`src/rtl/fifo_pkg.sv`:
```
// Shared async-FIFO helpers: gray/binary conversion and the default address width.
// Pure combinational; no timing or backpressure of its own.
package fifo_pkg;

  localparam int ADDRSIZE_DEFAULT = 7;
  localparam int GRAY_MAX_W       = 32;

  // Callers zero-extend to GRAY_MAX_W and truncate the result back to their own width.
  function automatic logic [GRAY_MAX_W-1:0] bin2gray(input logic [GRAY_MAX_W-1:0] bin);
    return bin ^ (bin >> 1);
  endfunction

  function automatic logic [GRAY_MAX_W-1:0] gray2bin(input logic [GRAY_MAX_W-1:0] gray);
    logic [GRAY_MAX_W-1:0] bin;
    bin = '0;
    for (int i = 0; i < GRAY_MAX_W; i++) begin
      bin[i] = ^(gray >> i);
    end
    return bin;
  endfunction

endpackage

```
`src/rtl/sync_chain.sv`:
```
// Generic N-flop clock-domain synchroniser for gray-coded buses, async active-low reset to 0.
// Latency STAGES clk edges; no backpressure, samples every cycle.
module sync_chain #(
  parameter int WIDTH  = 8,
  parameter int STAGES = 2
) (
  input  logic             clk,
  input  logic             rst_n,
  input  logic [WIDTH-1:0] din,
  output logic [WIDTH-1:0] dout
);

  logic [WIDTH-1:0] sync_d [STAGES];
  logic [WIDTH-1:0] sync_q [STAGES];

  always_comb begin
    sync_d[0] = din;
    for (int i = 1; i < STAGES; i++) begin
      sync_d[i] = sync_q[i-1];
    end
  end

  always_ff @(posedge clk or negedge rst_n) begin
    if (!rst_n) begin
      for (int i = 0; i < STAGES; i++) begin
        sync_q[i] <= '0;
      end
    end else begin
      for (int i = 0; i < STAGES; i++) begin
        sync_q[i] <= sync_d[i];
      end
    end
  end

  assign dout = sync_q[STAGES-1];

endmodule

```
`src/rtl/rptr_empty_sync.sv`:
```
// Async FIFO read side: synchronises wptr_gray, owns the read pointer, registers empty/almost-empty/level/underflow.
// Flags follow a write after SYNC_STAGES+1 rclk edges and a pop on the same edge; pops while empty are dropped and flagged.
module rptr_empty_sync
  import fifo_pkg::*;
#(
  parameter int ADDRSIZE      = ADDRSIZE_DEFAULT,
  parameter int SYNC_STAGES   = 2,
  parameter int AEMPTY_THRESH = 4
) (
  input  logic                rclk,
  input  logic                rrst_n,
  input  logic [ADDRSIZE:0]   wptr_gray,
  input  logic                rinc,
  input  logic                rflush,
  output logic [ADDRSIZE-1:0] raddr,
  output logic [ADDRSIZE:0]   rptr_gray,
  output logic                rempty,
  output logic                ralmost_empty,
  output logic [ADDRSIZE:0]   rlevel,
  output logic                ruflow
);

  localparam int            PW    = ADDRSIZE + 1;
  localparam logic [PW-1:0] AE_TH = PW'(AEMPTY_THRESH);

  if (SYNC_STAGES < 2) begin : g_bad_sync_stages
    $error("rptr_empty_sync: SYNC_STAGES must be >= 2");
  end
  if (AEMPTY_THRESH < 0 || AEMPTY_THRESH > (1 << ADDRSIZE)) begin : g_bad_aempty_thresh
    $error("rptr_empty_sync: AEMPTY_THRESH out of range 0..2**ADDRSIZE");
  end

  logic [PW-1:0] w2r_gray;
  logic [PW-1:0] w2r_bin;
  logic          pop;

  logic [PW-1:0] rptr_bin_d,  rptr_bin_q;
  logic [PW-1:0] rptr_gray_d, rptr_gray_q;
  logic [PW-1:0] rlevel_d,    rlevel_q;
  logic          rempty_d,        rempty_q;
  logic          ralmost_empty_d, ralmost_empty_q;
  logic          ruflow_d,        ruflow_q;

  sync_chain #(
    .WIDTH  (PW),
    .STAGES (SYNC_STAGES)
  ) u_w2r_sync (
    .clk   (rclk),
    .rst_n (rrst_n),
    .din   (wptr_gray),
    .dout  (w2r_gray)
  );

  // Flags are derived from the next pointer so a pop updates them on the edge it takes effect.
  always_comb begin
    w2r_bin         = PW'(gray2bin(GRAY_MAX_W'(w2r_gray)));
    pop             = rinc & ~rempty_q & ~rflush;
    rptr_bin_d      = rflush ? w2r_bin : rptr_bin_q + PW'(pop);
    rptr_gray_d     = PW'(bin2gray(GRAY_MAX_W'(rptr_bin_d)));
    rempty_d        = (rptr_gray_d == w2r_gray);
    rlevel_d        = w2r_bin - rptr_bin_d;
    ralmost_empty_d = (rlevel_d <= AE_TH);
    ruflow_d        = rinc & rempty_q & ~rflush;
  end

  always_ff @(posedge rclk or negedge rrst_n) begin
    if (!rrst_n) begin
      rptr_bin_q      <= '0;
      rptr_gray_q     <= '0;
      rlevel_q        <= '0;
      rempty_q        <= 1'b1;
      ralmost_empty_q <= 1'b1;
      ruflow_q        <= 1'b0;
    end else begin
      rptr_bin_q      <= rptr_bin_d;
      rptr_gray_q     <= rptr_gray_d;
      rlevel_q        <= rlevel_d;
      rempty_q        <= rempty_d;
      ralmost_empty_q <= ralmost_empty_d;
      ruflow_q        <= ruflow_d;
    end
  end

  assign raddr         = rptr_bin_q[ADDRSIZE-1:0];
  assign rptr_gray     = rptr_gray_q;
  assign rempty        = rempty_q;
  assign ralmost_empty = ralmost_empty_q;
  assign rlevel        = rlevel_q;
  assign ruflow        = ruflow_q;

endmodule

```
`config.mk`:
```
export PLATFORM = sky130hd
export DESIGN_NAME = rptr_empty_sync
export DESIGN_NICKNAME = d
export VERILOG_FILES = /design/src/rtl/fifo_pkg.sv /design/src/rtl/sync_chain.sv /design/src/rtl/rptr_empty_sync.sv
export SDC_FILE = /design/constraint.sdc
export NUM_CORES = 1
export LEC_CHECK = 0
export CORE_UTILIZATION = 35
export CTS_BUF_LIST = sky130_fd_sc_hd__clkbuf_8
export DETAILED_ROUTE_END_ITERATION = 8
export HOLD_SLACK_MARGIN = 0.06
export SYNTH_ARGS = -nofsm -noshare
export SYNTH_HDL_FRONTEND = slang
export SYNTH_SLANG_ARGS = --single-unit
export TNS_END_PERCENT = 1
```
`constraint.sdc`:
```
create_clock -name rclk -period 7.3 [get_ports rclk]
set_input_delay 1.095 -clock rclk [delete_from_list [all_inputs] [get_ports rclk]]
set_output_delay 1.095 -clock rclk [all_outputs]
set_load 0.1 [all_outputs]
```
Yosys cells after proc, flatten, opt, wreduce, memory -nomap -nowiden
Cells that the tools add are included.

storage, ports and cells
  flip-flop bits (word level) = 43
  input port bits = 12
  output and inout bits = 26
  logic and storage cells = 28

operators by class
  add/sub/neg operators = 2
  order comparisons = 1
  equality and inequality tests = 1
  mux-type cells = 1
  bitwise gates (word level) = 7
  reduce and logical (&&, ||, !) cells = 8

operators by type and width
  operator              number
  $reduce_xor A32 Y1    8
  $add A8 B1 Y8         1
  $eq A8 B8 Y1          1
  $le A8 B3 Y1 const B  1
  $mux W8               1
  $sub A8 B8 Y8         1
  $xor A8 B7 Y8         1
  $and A1 B1 Y1         4
  $not A1 Y1            2

Depth between registers and ports, before layout
Gate-level depths: netlist (run 1).

  word-level depth = 7
  mapped depth = 17

By module
Synthesis (run 1) repeated with hierarchy kept, for this count alone.

unflattened totals
  cell total of the unflattened synthesis = 190
  area, all modules = 2,134.5 um2

by module, submodules not included
  module           instances  cells each  area each (um2)  seq. area each (um2)
  rptr_empty_sync  1          174         1,734.2          653.1
  sync_chain       1          16          400.4            400.4

Worst setup path before layout (run 1)
Ideal clock, no wire load.

  kind = input -> register
  start point = input port rflush
  end point = register ralmost_empty_q (netlist: ralmost_empty)
  library setup time = 0.085 ns
  data arrival time = 4.568 ns
  required time = 7.215 ns
  slack = 2.647 ns
  stages = 16
  buffers on the path = 3
  path through = clkbuf_1 clkbuf_1 buf_1 nor3b_1 ha_1 ha_1 mux2i_1 ha_1 nor2b_1 a211oi_1 o21ai_4 o211ai_1 o21ai_1 and4b_1 nor3_1 nor3_2

between the ends
  word-level cells in the longest chain between the ends = 6

RTL lines
  what                  RTL line               source
  from (decl)           rptr_empty_sync.sv:14  input logic rflush,
  $not A1 Y1            rptr_empty_sync.sv:57  pop = rinc & ~rempty_q & ~rflush;
  $and A1 B1 Y1         rptr_empty_sync.sv:57
  $add A8 B1 Y8         rptr_empty_sync.sv:58  rptr_bin_d = rflush ? w2r_bin : rptr_bin_q + PW'(pop);
  $mux W8 *             rptr_empty_sync.sv:58
  $sub A8 B8 Y8 *       rptr_empty_sync.sv:61  rlevel_d = w2r_bin - rptr_bin_d;
  via rlevel_d[7]       rptr_empty_sync.sv:39  logic [PW-1:0] rlevel_d, rlevel_q;
  $le A8 B3 Y1 *        rptr_empty_sync.sv:62  ralmost_empty_d = (rlevel_d <= AE_TH);
  via ralmost_empty_d   rptr_empty_sync.sv:41  logic ralmost_empty_d, ralmost_empty_q;
  to (signal assigned)  rptr_empty_sync.sv:79  ralmost_empty_q <= ralmost_empty_d;
  to (decl)             rptr_empty_sync.sv:41

The timed path passes the listed nets; every way through them passes the cells marked *.

Worst setup path in the final report (run 1)
Ends and elaborated chain as after synthesis.

==> results of run 1 <==
[layout by cell type, fill, tap and decap left out, types with 5 or more instances in the layout]
cell type	netlist	layout
dfrtp_1	40	40
o21ai_0	9	9
nor3_1	9	9
clkbuf_8	0	5
nand2_1	21	21
inv_1	12	13
ha_1	7	7
xor2_1	11	11
xnor2_1	24	24
clkdlybuf4s50_1	0	36
a21oi_1	11	11
nor2_1	18	18
[worst max-delay path, stage by stage]
cell and delay [ps]:
clkdlybuf4s50_1 870, nor3b_1 470, ha_1 210, ha_1 270, mux2i_1 400, ha_1 320
nor2b_1 150, a211oi_1 360, o21ai_4 130, o211ai_1 190, o21ai_1 140, and4b_1 220
nor3_1 280, nor3_2 80
[Yosys cell counts, types with 7 or more instances]
| library cell | count |
|---|---|
| nor2_1 | 18 |
| a21oi_1 | 11 |
| nand2_1 | 21 |
| dfrtp_1 | 40 |
| ha_1 | 7 |
| o21ai_0 | 9 |
| inv_1 | 12 |
| xnor2_1 | 24 |
| nor3_1 | 9 |
| xor2_1 | 11 |
[registers in the layout, summed over array words and instances (netlist names)]
signal and flops:
rlevel 8, rptr_bin_q 8, u_w2r_sync.dout 8, u_w2r_sync.sync_d 8, rptr_gray 7, ralmost_empty 1, rempty 1, ruflow 1
[cell families (layout without fill, tap and decap cells)]
group	Yosys count	count (layout)
and+or+nand+nor	69	69
muxes	2	2
DFF	42	42
adders and majority gates	8	8
buffers and inverters	19	57
xor gates and xnor gates	42	42
AOI/OAI and AO/OA	39	39
[metal layers]
| metal | routed length, microns | vias up | share of wire, % | global-route usage (%) |
|---|---|---|---|---|
| li1 | - | 822 | - | - |
| met1 | 2068 | 782 | 46 | 18.67 |
| met2 | 2086 | 59 | 46 | 22.06 |
| met3 | 249 | 10 | 5.5 | 3.380 |
| met4 | 119 | 0 | 2.6 | 5.956 |
| met5 | 0 | - | 0 | 0 |
[metrics by stage]
step	utilization, %	setup slack, ps	instances
2_1_floorplan	-	2647	221
3_3_place_gp	43.00	2155	328
3_5_place_dp	43.00	2004	328
4_1_cts	44.37	2313	336
5_1_grt	44.37	2006	336
6_report	44.37	2333	336
[path summary, 6_finish.rpt]
| kind | start | endpoint | slack [ps] | depth (start not counted) |
|---|---|---|---|---|
| worst max-delay path | rflush | ralmost_empty | 2330 | 14 |
| worst min register to register | u_w2r_sync.sync_d[0] | u_w2r_sync.dout[0] | 350 | 0 |
| worst min-delay path | u_w2r_sync.sync_d[0] | u_w2r_sync.dout[0] | 350 | 0 |
| worst max register to register | u_w2r_sync.dout[3] | ralmost_empty | 3140 | 15 |
| max in group asynchronous | rrst_n | rlevel[7] | 5800 | 1 |
| min in group asynchronous | rrst_n | u_w2r_sync.dout[7] | 920 | 1 |
[final cells by class]
| type | count | area share [%] |
|---|---|---|
| multi-input cells | 160 | 41.52 |
| flip-flops and latches | 42 | 37.39 |
| repair buffers | 37 | 12.97 |
| well taps | 77 | 3.419 |
| clock buffers | 5 | 2.442 |
| inverters | 12 | 1.599 |
| clock inverters | 3 | 0.6661 |
==> impl_metrics.ini, run 1 <==
[global_routing]
grt_pass1_vias = 1564
antenna_found_initial = 0
overflow = 0
grt_use_total_pct = 14.09
grt_max_degree = 43
grt_pass1_wl_microns = 7610

[synth]
synthMuxAreaShare_pct = 0.9234
yosysTopAreaCell = dfrtp_1
synth-xor-area-share_pct = 19.99
synth-compound-area-share_pct = 10.76
synth.area.top_cells = dfrtp_1 43%, xnor2_1 9.1%, xor2_1 4.2%
synth-async-reset-ratio_pct = 100.0
ys_ff_latch = 42
seq_area_frac_synth_pct = 45.74
synthSimpleGateAreaFrac_pct = 14.45
synthAdderAreaFrac_pct = 4.671
ys_types = 48
synth_top_area_share_pct = 43.45
yosysWarnings = 0
synth_area_sq_um = 2303
synth_edf_count = 0
syn_inst = 221
synth_top_family_by_area = XOR/XNOR gates
synthFlopType = dfrtp_1
syn_area_per_cell_sq_um = 10.42
synth_fp_nets = 241

[timing]
rsz0062_at_grt = no
period_needed_ps = 4967
hold_ws_ps = 352.0
finalClockSkew_ps = 9.076
fmax_mhz = 201.3
hold_violations = 0
finalSetupViolations = 0
relSlewSlack_pct = 33.63
tightest_slew_ps = 988.5
final.setup.tns_ps = 0
finalCritPeriodShare_pct = 68.05
slew_violations = 0

[status]
run_status = completed

[floorplanning]
io_pins = 38
core_sq_um = 6350
core.rowCount = 29
die_w_microns = 83.13
fp.dieH_microns = 83.13
initial_core_util_pct = 36.28
dieArea_sq_um = 6910

[cells_and_area]
area.sequential_sq_um = 1054
drive_gt1_share_pct = 7.722
n_fill_cell = 610
antennaDiodeCount = 0
fin_nets = 278
multi_input_area_sq_um = 1170
area_delta_synth_final_pct = 22.32
design_area_sq_um = 2818

[cts]
clock-root-buffer = clkbuf_8
cts_tree = yes
numCtsBuffers = 5
post_cts_buffers = 0
hold_buffers = 0
h-tree-depth = 2
cts_buffer_depth = 2
clock-sinks = 42
clk-insertion-delay-late_ps = 300
cts.clk_slew.worst_paths_ps = 80
cts_resized = 0

[placed_design]
port_buffers = 37
dp_hpwl_microns = 3285
dpl_cell_area_sq_um = 2730
gp_congestion = 0.8227

[route]
num_vias = 1673
antenna_left = 0
avgViaCountPerCell = 4.979
drt-total-wl_microns = 4522
drt_iter0_drc = 119
drc = 0
dr.pass1.iters = 4
wire_per_inst_microns = 13.46

[worst_setup_path]
cp.arrival_ps = 5190
path_class = primary input to flop
cp_max_fo = 28
worstSetupEndpointType = flop
critPathLaunchType = primary input
required_ps = 7520

[flow_run]
cap_violations = 0

[min_path]
min_path_type = flop to flop
Power of run 1 is left out: the tool's default activity adds up to more than one toggle a clock period on the data nets, which glitch-free logic cannot reach.
==> inputs of run 2 (changes only) <==
Clock period 7.3 ns to 4.7 ns, I/O delays scaled along.
==> run 2 against run 1 <==
Register-to-register slack got worse by 2700 ps. Flip-flop and latch count did not move. Core utilization up 0.24 points. Die area unchanged. Critical path depth is 1 higher. Non-clock buffer count is 2 higher. Clock skew is 3.2 ps lower. Wire length is 1.9% lower. Sequential share of layout area fell by 0.20 points. Worst setup slack worse by 1900 ps. Highest routed layer unchanged.
==> impl_metrics.ini, run 2 (same netlist as run 1, synthesis figures left out) <==
[global_routing]
grt_use_total_pct = 13.45
grt_pass1_vias = 1579
grt_pass1_wl_microns = 7389
antenna_found_initial = 0
overflow = 0
grt_max_degree = 43

[route]
num_vias = 1641
drt_iter0_drc = 83
antenna_left = 0
dr.pass1.iters = 4
drt-total-wl_microns = 4438
wire_per_inst_microns = 13.13
drc = 0
avgViaCountPerCell = 4.855

[timing]
finalClockSkew_ps = 5.867
period_needed_ps = 4221
tightest_slew_ps = 973.3
rsz0062_at_grt = no
hold_violations = 0
slew_violations = 0
final.setup.tns_ps = 0
fmax_mhz = 236.9
finalCritPeriodShare_pct = 89.81
hold_ws_ps = 352.7
finalSetupViolations = 0
relSlewSlack_pct = 34.91

[cells_and_area]
fin_nets = 280
final_common_cell = dfrtp_1
drive_gt1_share_pct = 8.429
antennaDiodeCount = 0
area_delta_synth_final_pct = 22.98
layout_common_cells = 40 x dfrtp_1, 36 x clkdlybuf4s50_1, 24 x xnor2_1

[cts]
hold_buffers = 0
clk-insertion-delay-late_ps = 290
clock-root-buffer = clkbuf_8
cts_tree = yes
cts.clk_slew.worst_paths_ps = 80
cts_buffer_depth = 2
cts_resized = 0
h-tree-depth = 2
numCtsBuffers = 5
clock-sinks = 42
post_cts_buffers = 0

[placed_design]
dp_hpwl_microns = 3279
port_buffers = 37
gp_congestion = 0.8086

[floorplanning]
io_pins = 38
core_sq_um = 6350
initial_core_util_pct = 36.28
core.rowCount = 29
fp.dieH_microns = 83.13
die_w_microns = 83.13
dieArea_sq_um = 6910

[worst_setup_path]
critPathLaunchType = flop
worstSetupEndpointType = flop
slowest_stage = dfrtp_1
cp_max_fo = 10
crit_path_frequent_cell = xnor2_1
crit_chain = xor3_2 -> xnor3_2 -> xnor2_1 -> xnor2_1 -> a21oi_1 -> ha_1 -> inv_1 -> fa_1 -> nand2_1 -> o21ai_1 -> a22oi_1 -> a31oi_1 -> a2111o_1 -> nand4_1 -> nor3_2
critPathBufInv = 1
required_ps = 4920
max_stage_delay_ps = 530
path_class = flop to flop
crit_family = XOR/XNOR gates
cp.arrival_ps = 4440

[flow_run]
cap_violations = 0

[status]
run_status = completed

[min_path]
min_path_type = flop to flop
-- run 2: cell types whose count changed in the layout (fill, tap and decap cells not counted) --
| cell | delta |
|---|---|
| buf_4 | +2 |
-- run 2: area by class of cell --
| class | instances | area [sq um] |
|---|---|---|
| Inverter | 12 | 45.04 |
| Clock buffer | 5 | 68.82 |
| Multi-Input combinational cell | 160 | 1170 |
| Timing Repair Buffer | 39 | 380.4 |
| Fill cell | 585 | 3517 |
| Clock inverter | 3 | 18.77 |
| Tap cell | 77 | 96.34 |
| Sequential cell | 42 | 1054 |
-- run 2: metrics by stage --
| stage | setup WS, ps | util [%] | instance area [sq um] | std cells |
|---|---|---|---|---|
| global placement | 564.6 | 43.23 | 2745 | 330 |
| CTS | 441.8 | 44.61 | 2833 | 338 |
| floorplan | 437.0 | - | 2303 | 221 |
| detailed placement | 480.2 | 43.23 | 2745 | 330 |
| finish | 478.8 | 44.61 | 2833 | 338 |
| global route | 77.70 | 44.61 | 2833 | 338 |
-- run 2: routing by layer --
metal	share of wire, %	wire length [microns]	track usage [%]
met1	48	2124	17.72
met2	48	2118	21.98
met3	2.7	120	2.485
met4	1.7	74	5.172
met5	0	0	0
-- run 2: final timing paths --
path                                       from                   end  slack, ps  depth (start not counted)
min reg2reg                u_w2r_sync.sync_d[2]    u_w2r_sync.dout[2]        350                          0
min in group asynchronous                rrst_n  u_w2r_sync.sync_d[5]        530                          1
max in group asynchronous                rrst_n         rptr_bin_q[0]       3610                          1
max reg2reg                  u_w2r_sync.dout[3]         ralmost_empty        480                         15
min                        u_w2r_sync.sync_d[2]    u_w2r_sync.dout[2]        350                          0
max                          u_w2r_sync.dout[3]         ralmost_empty        480                         15
Power of run 2 is left out for the same reason.
==> inputs of run 3 (changes only) <==
Settings changed: SLEW_MARGIN from default to 15.
==> results of run 3 <==
No change in the layout: final DEF, timing and power equal those of run 2.
Power of run 3 is left out for the same reason.
